$ cat src/rtl/toggle_hs_pkg.sv
// toggle_hs_pkg: FSM state encoding and synchroniser depth limits shared by the toggle handshake RX/TX pair.
package toggle_hs_pkg;
  localparam logic ST_IDLE  = 1'b0;
  localparam logic ST_VALID = 1'b1;
  localparam int SYNC_STAGES_MIN = 2;
  localparam int SYNC_STAGES_MAX = 4;
endpackage

$ cat src/rtl/sync_ff_chain.sv
// sync_ff_chain: reset-to-0 multi-flop synchroniser for a single-bit level signal.
module sync_ff_chain #(
  parameter int STAGES = 2
) (
  input  logic CLK,
  input  logic RST,
  input  logic d_i,
  output logic q_o
);
  logic [STAGES-1:0] sync_q;
  always_ff @(posedge CLK)
    if (!RST) sync_q <= '0;
    else sync_q <= {sync_q[STAGES-2:0], d_i};
  assign q_o = sync_q[STAGES-1];
endmodule

$ cat src/rtl/toggle_hs_rx.sv
// toggle_hs_rx: 2-phase handshake receiver presenting each toggle-announced word on a valid/ready port.
// Define TOGGLE_HS_RX_ERR_EN to add the sticky ERR protocol-violation output.
module toggle_hs_rx
  import toggle_hs_pkg::*;
#(
  parameter int DATA_W      = 8,
  parameter int SYNC_STAGES = 2
) (
  input  logic              CLK,
  input  logic              RST,
  input  logic              REQ_TGL,
  input  logic [DATA_W-1:0] DATA_IN,
  output logic              OUT_VALID,
  input  logic              OUT_READY,
  output logic [DATA_W-1:0] OUT_DATA,
  output logic              ACK_TGL
`ifdef TOGGLE_HS_RX_ERR_EN
  ,
  output logic              ERR
`endif
);
  localparam int STAGES = (SYNC_STAGES < SYNC_STAGES_MIN) ? SYNC_STAGES_MIN :
                          (SYNC_STAGES > SYNC_STAGES_MAX) ? SYNC_STAGES_MAX : SYNC_STAGES;
  logic              req_s, evt;
  logic              state_q, state_d;
  logic              req_seen_q, req_seen_d;
  logic              ack_q, ack_d;
  logic [DATA_W-1:0] data_q, data_d;
  sync_ff_chain #(.STAGES(STAGES)) u_req_sync (
    .CLK(CLK),
    .RST(RST),
    .d_i(REQ_TGL),
    .q_o(req_s)
  );
  assign evt = req_s != req_seen_q;
  always_comb begin
    state_d    = state_q;
    req_seen_d = req_seen_q;
    ack_d      = ack_q;
    data_d     = data_q;
    if (state_q == ST_IDLE) begin
      if (evt) begin
        data_d     = DATA_IN;
        req_seen_d = req_s;
        state_d    = ST_VALID;
      end
    end else if (OUT_READY) begin
      ack_d   = ~ack_q;
      state_d = ST_IDLE;
    end
  end
  always_ff @(posedge CLK)
    if (!RST) begin
      state_q    <= ST_IDLE;
      req_seen_q <= 1'b0;
      ack_q      <= 1'b0;
      data_q     <= '0;
    end else begin
      state_q    <= state_d;
      req_seen_q <= req_seen_d;
      ack_q      <= ack_d;
      data_q     <= data_d;
    end
  assign OUT_VALID = state_q == ST_VALID;
  assign OUT_DATA  = data_q;
  assign ACK_TGL   = ack_q;
`ifdef TOGGLE_HS_RX_ERR_EN
  // In VALID req_seen still holds the captured level, so any evt is a premature toggle.
  logic err_q, err_d;
  assign err_d = err_q | (state_q == ST_VALID && evt);
  always_ff @(posedge CLK)
    if (!RST) err_q <= 1'b0;
    else err_q <= err_d;
  assign ERR = err_q;
`endif
endmodule

$ cat config.mk
export PLATFORM = sky130hd
export DESIGN_NAME = toggle_hs_rx
export DESIGN_NICKNAME = d
export VERILOG_FILES = /design/src/rtl/toggle_hs_pkg.sv /design/src/rtl/sync_ff_chain.sv /design/src/rtl/toggle_hs_rx.sv
export SDC_FILE = /design/constraint.sdc
export NUM_CORES = 1
export LEC_CHECK = 0
export BUFFER_PORTS_ARGS = -buffer_cell sky130_fd_sc_hd__clkbuf_2
export CAP_MARGIN = 30
export CORE_AREA = 2 2 39 41
export DETAILED_ROUTE_END_ITERATION = 16
export DIE_AREA = 0 0 41 43
export MAX_ROUTING_LAYER = met4
export PLACE_DENSITY = 0.65
export SYNTH_ARGS = -nofsm -noshare
export SYNTH_HDL_FRONTEND = slang
export SYNTH_SLANG_ARGS = --single-unit
export TNS_END_PERCENT = 1
$ cat constraint.sdc
create_clock -name CLK -period 1.2 [get_ports CLK]
set_input_delay 0.12 -clock CLK [delete_from_list [all_inputs] [get_ports CLK]]
set_output_delay 0.12 -clock CLK [all_outputs]
set_load 0.1 [all_outputs]
==> results of run 1 <==
metrics by stage:
| stage | TNS (ps) | util | power (W) | instance area, sq um |
|---|---|---|---|---|
| 5_1_grt | 0 | 0.580 | 0.00110 | 803 |
| 2_1_floorplan | -176 | - | 0.000679 | 509 |
| 3_3_place_gp | 0 | 0.561 | 0.000790 | 777 |
| 6_report | 0 | 0.580 | 0.00105 | 803 |
| 3_5_place_dp | 0 | 0.561 | 0.000794 | 777 |
| 4_1_cts | 0 | 0.580 | 0.00106 | 803 |
layer usage:
layer | vias up | share of wire | global-route usage
li1 | 205 | - | -
met1 | 167 | 0.42 | 0.200
met2 | 17 | 0.48 | 0.194
met3 | 2 | 0.075 | 0.0314
met4 | 0 | 0.021 | 0.0800
met5 | - | 0 | -
cell usage in the layout (no fill, tap or decap), drive strengths merged:
cell    instances
nand2          18
clkbuf         15
dfxtp          13
buf            10
mux2i           9
and2            3
xnor2           2
nor2            1
inv             1
a21oi           1
nor2b           1
worst min path at each step:
stage	end	slack [ps]
6_report	u_req_sync.sync_q[0]	50
5_1_grt	u_req_sync.sync_q[0]	60
3_5_place_dp	u_req_sync.sync_q[0]	330
4_1_cts	u_req_sync.sync_q[0]	40
3_3_place_gp	u_req_sync.sync_q[0]	320
2_1_floorplan	u_req_sync.sync_q[0]	240
sequential cells by signal, summed over array words and instances, names as in the netlist:
signal             cells
OUT_DATA               8
u_req_sync.sync_q      2
ACK_TGL                1
OUT_VALID              1
req_seen_q             1
cell usage after synthesis:
library cell and n:
xnor2_2 1, a21oi_1 1, nand2_1 18, and2_1 3, mux2i_1 9, nor2b_1 1, clkbuf_1 2, xnor2_1 1
nor2_8 1, dfxtp_1 13, inv_1 1
cell type report:
type / instances / area, sq um
fill: 129 / 581
sequential: 13 / 265
timing repair buffer: 21 / 255
multi-input combinational: 35 / 233
clock buffer: 4 / 26.3
tap: 16 / 20.0
inverter: 1 / 3.75
power by group through the flow:
stage | clock [W] | sequential [W] | combinational (W)
finish | 0.000266 | 0.000484 | 0.000297
global route | 0.000300 | 0.000488 | 0.000312
CTS | 0.000274 | 0.000485 | 0.000300
detailed placement | 0 | 0.000494 | 0.000299
global placement | 0 | 0.000493 | 0.000297
floorplan | 0 | 0.000620 | 0.0000591
worst max-delay path, delay by kind of cell (launching register included):
kind / cells / cell delay, ps
muxes: 1 / 240
xor gates and xnor gates: 1 / 190
DFF: 1 / 340
and+or+nand+nor: 1 / 200
cell families (layout without fill, tap and decap cells):
group | Yosys count | after routing | share of synthesized area
compound gates | 1 | 1 | 0.00992
xor+xnor | 2 | 2 | 0.0496
buf+inv | 3 | 26 | 0.0223
flops | 13 | 13 | 0.516
mux | 9 | 9 | 0.179
simple gates | 23 | 23 | 0.223
==> results.sh, run 1 <==
export IMPL_clk_pin_slew_ps=80
export IMPL_cts_resized_gates=0
export IMPL_synth_top_area_cell="dfxtp_1"
export IMPL_p_seq_frac=0.463
export IMPL_ys_seq_elements=13
export IMPL_irDropWorstVdd_mv=0.650
export IMPL_hold_class="in -> reg"
export IMPL_period_minus_slack_ps=1050
export IMPL_path_class="reg -> reg"
export IMPL_n_antenna_cell=0
export IMPL_route_detailed_drc=0
export IMPL_grt_max_degree=22
export IMPL_crit_chain="xnor2_2 -> nor2_8 -> mux2i_1"
export IMPL_cts_made_buffers=3
export IMPL_cp_endpoint="OUT_DATA[7]"
export IMPL_core_area_sq_um=1380
export IMPL_ant_nets=0
export IMPL_synth_seq_area_share=0.516
export IMPL_cp_start_kind="flop"
export IMPL_grt_pass1_wl_microns=1690
export IMPL_synth_area_leaders="dfxtp_1, mux2i_1, nand2_1"
export IMPL_rr_endpoint="OUT_DATA[7]"
export IMPL_endpoint_kind="flop"
export IMPL_grt_ovfl_total=0
export IMPL_place_hpwl_microns=704
export IMPL_cap_viol_max_count=0
export IMPL_crit_start="req_seen_q"
export IMPL_portBuffers=21
export IMPL_p_int_w=0.000697
export IMPL_die_w_microns=41
export IMPL_cts_setup_buffers=0
export IMPL_post_drt_wl_per_cell_microns=10.0
export IMPL_clock_latency_ps=270
export IMPL_combPwrFrac=0.284
export IMPL_ioPinCount=22
export IMPL_min_from="REQ_TGL"
export IMPL_cp_slowest_cell="dfxtp_1"
export IMPL_synthesis_nets=63
export IMPL_worstPathRequired_ps=1390
export IMPL_power_frac_clock=0.254
export IMPL_cp_max_fo=8
export IMPL_syn_cell_area_sq_um=504
export IMPL_synthCells=51
export IMPL_gp_congestion=0.631
export IMPL_layout_drive_gt1_share=0.378
export IMPL_r2r_cells=3
export IMPL_totalWireLength_microns=903
export IMPL_tightestPinTransition_ps=335
export IMPL_first_pass_iters=4
export IMPL_clock_sinks=13
export IMPL_grt_setup_unrepaired="false"
export IMPL_r2r_start="req_seen_q"
export IMPL_num_vias=391
export IMPL_cts_root_buf="clkbuf_4"
export IMPL_drt_iter0_drc=8
export IMPL_switching_share=0.334
export IMPL_status="complete, no violations"
export IMPL_grt_total_usage=0.146
export IMPL_areaGrowthSynthToFinish_pct=59.3
export IMPL_power_density_nw_per_um2=1300
export IMPL_grt_pass1_vias=391
export IMPL_die_y_microns=43
export IMPL_hold_buffers=0
export IMPL_max_freq_mhz=957
export IMPL_arrival_ps=1240
export IMPL_start_util=0.364
export IMPL_via_per_inst=4.34
export IMPL_synth_distinct_cells=11
export IMPL_switchingPower_w=0.000350
export IMPL_yosysWarnings=0
export IMPL_avgSynthCellArea_sq_um=9.89
export IMPL_slew_viol_final=0
export IMPL_antenna_found_initial=0
export IMPL_clock_skew_ps=5.77
export IMPL_cts_tree="yes"
export IMPL_synth_top_cell_area_share=0.516
export IMPL_power_leakage_nw=0.333
export IMPL_whs_path_depth=2
export IMPL_placed_cells=86
export IMPL_preCtsSetupSlack_ps=168
export IMPL_slew_headroom=0.777
export IMPL_finalWorstSetupSlack_ps=155
export IMPL_setup_viol=0
export IMPL_whs_ps=45.9
export IMPL_ctsHtreeMaxLevel=1
export IMPL_reg2reg_slack_ps=150
export IMPL_hold_viol=0
export IMPL_critPathMaxStageDelay_ps=340
export IMPL_period_share=0.871
export IMPL_cts_max_path_buffers=2
export IMPL_nets=87
export IMPL_die_area_sq_um=1760
export IMPL_fin_cells=90
export IMPL_rows=14
No activity file was read; power rests on OpenSTA's default activity.
==> run 2, diff against run 1 <==
--- a/config.mk
+++ b/config.mk
@@ -12,6 +12,7 @@
 export DIE_AREA = 0 0 41 43
 export MAX_ROUTING_LAYER = met4
 export PLACE_DENSITY = 0.65
+export RECOVER_POWER = 50
 export SYNTH_ARGS = -nofsm -noshare
 export SYNTH_HDL_FRONTEND = slang
 export SYNTH_SLANG_ARGS = --single-unit
==> results.sh, run 2 (synthesized netlist as in run 1, its figures left out) <==
export IMPL_whs_path_depth=2
export IMPL_multi_input_area_sq_um=233
export IMPL_place_hpwl_microns=704
export IMPL_clock_sinks=13
export IMPL_grt_setup_unrepaired="false"
export IMPL_grt_pass1_wl_microns=1690
export IMPL_period_share=0.895
export IMPL_regArea_sq_um=265
export IMPL_irDropWorstVdd_mv=0.616
export IMPL_grt_ovfl_total=0
export IMPL_n_antenna_cell=0
export IMPL_first_pass_iters=4
export IMPL_die_y_microns=43
export IMPL_arrival_ps=950
export IMPL_fin_util=0.525
export IMPL_min_from="REQ_TGL"
export IMPL_antenna_found_initial=0
export IMPL_r2r_cells=3
export IMPL_die_w_microns=41
export IMPL_gp_congestion=0.631
export IMPL_n_fill_cell=139
export IMPL_r2r_start="req_seen_q"
export IMPL_slew_viol_final=0
export IMPL_cts_max_path_buffers=2
export IMPL_cts_resized_gates=0
export IMPL_setup_tns_final_ps=0
export IMPL_nets=87
export IMPL_rr_endpoint="OUT_DATA[7]"
export IMPL_cts_tree="yes"
export IMPL_num_vias=391
export IMPL_clock_skew_ps=5.74
export IMPL_setup_viol=0
export IMPL_drt_iter0_drc=8
export IMPL_ctsHtreeMaxLevel=1
export IMPL_endpoint_kind="output port"
export IMPL_power_leakage_nw=0.308
export IMPL_ioPinCount=22
export IMPL_period_minus_slack_ps=1070
export IMPL_path_class="reg -> out"
export IMPL_grt_max_degree=22
export IMPL_worstPathRequired_ps=1080
export IMPL_final_area_sq_um=727
export IMPL_whs_ps=45.8
export IMPL_largest_reg_flops=8
export IMPL_power_w=0.00101
export IMPL_start_util=0.364
export IMPL_reg2reg_slack_ps=160
export IMPL_grt_total_usage=0.146
export IMPL_cts_root_buf="clkbuf_4"
export IMPL_max_freq_mhz=931
export IMPL_via_per_inst=4.34
export IMPL_post_drt_wl_per_cell_microns=10.1
export IMPL_mostFrequentLayoutCells="nand2_1, dfxtp_1, clkbuf_2, mux2i_1, clkbuf_4"
export IMPL_worst_path_buf_inv=1
export IMPL_layout_drive_gt1_share=0.365
export IMPL_crit_chain="clkbuf_4"
export IMPL_route_detailed_drc=0
export IMPL_power_density_nw_per_um2=1390
export IMPL_areaGrowthSynthToFinish_pct=44.2
export IMPL_ant_nets=0
export IMPL_layout_commonest_cell="nand2_1"
export IMPL_min_delay_worst_endpoint="u_req_sync.sync_q[0]"
export IMPL_core_area_sq_um=1380
export IMPL_clock_latency_ps=270
export IMPL_critPathMaxStageDelay_ps=350
export IMPL_cp_start_kind="flop"
export IMPL_cap_viol_max_count=0
export IMPL_hold_viol=0
export IMPL_cts_made_buffers=3
export IMPL_slew_headroom=0.522
export IMPL_portBuffers=21
export IMPL_hold_buffers=0
export IMPL_totalWireLength_microns=909
export IMPL_cp_top_family="flip-flops"
export IMPL_hold_class="in -> reg"
export IMPL_dpl_cell_area_sq_um=777
export IMPL_die_area_sq_um=1760
export IMPL_grt_pass1_vias=391
export IMPL_cp_slowest_cell="dfxtp_1"
export IMPL_rows=14
export IMPL_cts_setup_buffers=0
export IMPL_status="complete, no violations"
export IMPL_tightestPinTransition_ps=717
export IMPL_clk_pin_slew_ps=80
export IMPL_cp_max_fo=2
## run 2: cell types whose count changed in the layout (fill, tap and decap cells not counted)
cell and change:
and2_0 +2, and2_1 -2, buf_12 -6, clkbuf_1 +1, clkbuf_2 -1, clkbuf_4 +6
## run 2: final cells by class
| type | count | share of cell area |
|---|---|---|
| sequential | 13 | 0.365 |
| inverter | 1 | 0.00516 |
| multi-input combinational | 35 | 0.320 |
| tap | 16 | 0.0275 |
| timing repair buffer | 21 | 0.246 |
| clock buffer | 4 | 0.0361 |
## run 2: worst max-delay path by stage
stage / from / endpoint / slack [ps] / cells after the start
2_1_floorplan: OUT_DATA[0] / OUT_DATA[0] / -20 / 2
3_3_place_gp: req_seen_q / OUT_DATA[0] / 220 / 3
3_5_place_dp: req_seen_q / OUT_DATA[7] / 170 / 3
4_1_cts: req_seen_q / OUT_DATA[7] / 140 / 3
5_1_grt: OUT_DATA[4] / OUT_DATA[4] / 100 / 1
6_report: OUT_DATA[3] / OUT_DATA[3] / 130 / 1
## run 2: metrics by stage
step           instances  worst slack, ps
4_1_cts               90              137
6_report              90              126
2_1_floorplan         51            -22.0
3_3_place_gp          86              225
5_1_grt               90             95.3
3_5_place_dp          86              168
## run 2: layer usage
layer  GRT usage  vias up  part of all wire
met3      0.0314        2             0.077
li1            -      205                 -
met5           -        -                 0
met2       0.194       17              0.48
met1       0.200      167              0.43
met4      0.0800        0             0.021
## run 2: power by group
part / switching (W) / internal, W
combinational: 0.000184 / 0.0000842
clock: 0.000137 / 0.000129
sequential: 0.0000232 / 0.000455
==> run 3, diff against run 2 <==
--- a/config.mk
+++ b/config.mk
@@ -11,7 +11,7 @@
 export DETAILED_ROUTE_END_ITERATION = 16
 export DIE_AREA = 0 0 41 43
 export MAX_ROUTING_LAYER = met4
-export PLACE_DENSITY = 0.65
+export PLACE_DENSITY = 0.66
 export RECOVER_POWER = 50
 export SYNTH_ARGS = -nofsm -noshare
 export SYNTH_HDL_FRONTEND = slang
==> results.sh, run 3 (synthesized netlist as in run 1, its figures left out) <==
export IMPL_crit_cells=1
export IMPL_placed_cells=86
export IMPL_core_area_sq_um=1380
export IMPL_cp_top_family="flip-flops"
export IMPL_via_per_inst=4.37
export IMPL_crit_start="OUT_DATA[1]"
export IMPL_r2r_cells=3
export IMPL_grt_pass1_vias=367
export IMPL_power_density_nw_per_um2=1390
export IMPL_period_minus_slack_ps=1070
export IMPL_start_util=0.364
export IMPL_cp_max_fo=2
export IMPL_setup_tns_final_ps=0
export IMPL_fin_util=0.525
export IMPL_layout_commonest_cell="nand2_1"
export IMPL_endpoint_kind="output port"
export IMPL_rr_endpoint="OUT_DATA[0]"
export IMPL_reg2reg_slack_ps=210
export IMPL_ioPinCount=22
export IMPL_areaGrowthSynthToFinish_pct=44.2
export IMPL_grt_pass1_wl_microns=1480
export IMPL_rows=14
export IMPL_hold_class="in -> reg"
export IMPL_path_class="reg -> out"
export IMPL_r2r_start="req_seen_q"
export IMPL_layout_drive_gt1_share=0.365
export IMPL_worstPathRequired_ps=1080
export IMPL_setup_viol=0
export IMPL_route_detailed_drc=0
export IMPL_gp_congestion=0.624
export IMPL_mostFrequentLayoutCells="nand2_1, dfxtp_1, clkbuf_2, mux2i_1, clkbuf_4"
export IMPL_die_area_sq_um=1760
export IMPL_drt_iter0_drc=1
export IMPL_irDropWorstVdd_mv=0.630
export IMPL_worst_path_buf_inv=1
export IMPL_cp_endpoint="OUT_DATA[1]"
export IMPL_grt_total_usage=0.130
export IMPL_period_share=0.894
export IMPL_slew_viol_final=0
export IMPL_cts_made_buffers=3
export IMPL_critPathMaxStageDelay_ps=350
export IMPL_cap_viol_max_count=0
export IMPL_power_leakage_nw=0.309
export IMPL_hold_buffers=0
export IMPL_ctsHtreeMaxLevel=1
export IMPL_cp_start_kind="flop"
export IMPL_first_pass_iters=3
export IMPL_cts_tree="yes"
export IMPL_fin_cells=90
export IMPL_cts_setup_buffers=0
export IMPL_max_freq_mhz=932
export IMPL_die_w_microns=41
export IMPL_clock_latency_ps=270
export IMPL_largest_reg_flops=8
export IMPL_whs_ps=63.5
export IMPL_antenna_found_initial=0
export IMPL_crit_chain="clkbuf_4"
export IMPL_n_antenna_cell=0
export IMPL_tightestPinTransition_ps=737
export IMPL_totalWireLength_microns=886
export IMPL_nets=87
export IMPL_grt_max_degree=22
export IMPL_post_drt_wl_per_cell_microns=9.84
export IMPL_place_hpwl_microns=673
export IMPL_slew_headroom=0.509
export IMPL_cts_max_path_buffers=2
export IMPL_cts_root_buf="clkbuf_4"
export IMPL_status="complete, no violations"
export IMPL_regArea_sq_um=265
export IMPL_clock_sinks=13
export IMPL_hold_viol=0
export IMPL_portBuffers=21
export IMPL_n_fill_cell=141
export IMPL_cp_slowest_cell="dfxtp_1"
export IMPL_grt_ovfl_total=0
export IMPL_arrival_ps=950
export IMPL_cts_resized_gates=0
export IMPL_grt_setup_unrepaired="false"
export IMPL_clock_skew_ps=3.50
export IMPL_num_vias=393
export IMPL_clk_pin_slew_ps=80
export IMPL_ant_nets=0
export IMPL_multi_input_area_sq_um=233
export IMPL_die_y_microns=43
[run 3: area by class of cell]
| class | instances | area share |
|---|---|---|
| well taps | 16 | 0.0275 |
| flip-flops and latches | 13 | 0.365 |
| inverters | 1 | 0.00516 |
| multi-input cells | 35 | 0.320 |
| clock buffers | 4 | 0.0361 |
| repair buffers | 21 | 0.246 |
[run 3: layer usage]
layer / up-vias / share of wire / GRT usage
met5: - / 0 / -
met4: 0 / 0 / 0.0600
met3: 0 / 0.088 / 0.0471
met2: 16 / 0.46 / 0.169
met1: 168 / 0.45 / 0.176
li1: 209 / - / -
[run 3: where the power goes]
group	leakage, nW	internal (W)	switching (W)
logic	0.186	0.0000844	0.000184
clock network	0.0150	0.000129	0.000136
registers	0.107	0.000455	0.0000225
total	0.309	0.000668	0.000343
[run 3: through the flow]
step                power [W]  setup slack [ps]  area, sq um
detailed placement   0.000794               208          777
global placement     0.000790               223          777
CTS                   0.00106               191          803
global route          0.00106               100          727
finish                0.00101               127          727
floorplan            0.000679             -22.0          509
[run 3: worst reg2reg max path, stage by stage (launching register included)]
cell and delay [ps]:
dfxtp_1 330, xnor2_2 180, nor2_8 200, mux2i_1 200
[run 3: worst min path at each step]
stage                    start              endpoint  slack [ps]  cells past startpoint
finish              DATA_IN[2]           OUT_DATA[2]          60                      3
detailed placement     REQ_TGL  u_req_sync.sync_q[0]         360                      2
floorplan              REQ_TGL  u_req_sync.sync_q[0]         240                      1
global placement       REQ_TGL  u_req_sync.sync_q[0]         320                      2
global route           REQ_TGL  u_req_sync.sync_q[0]          80                      2
CTS                 DATA_IN[2]           OUT_DATA[2]          60                      3
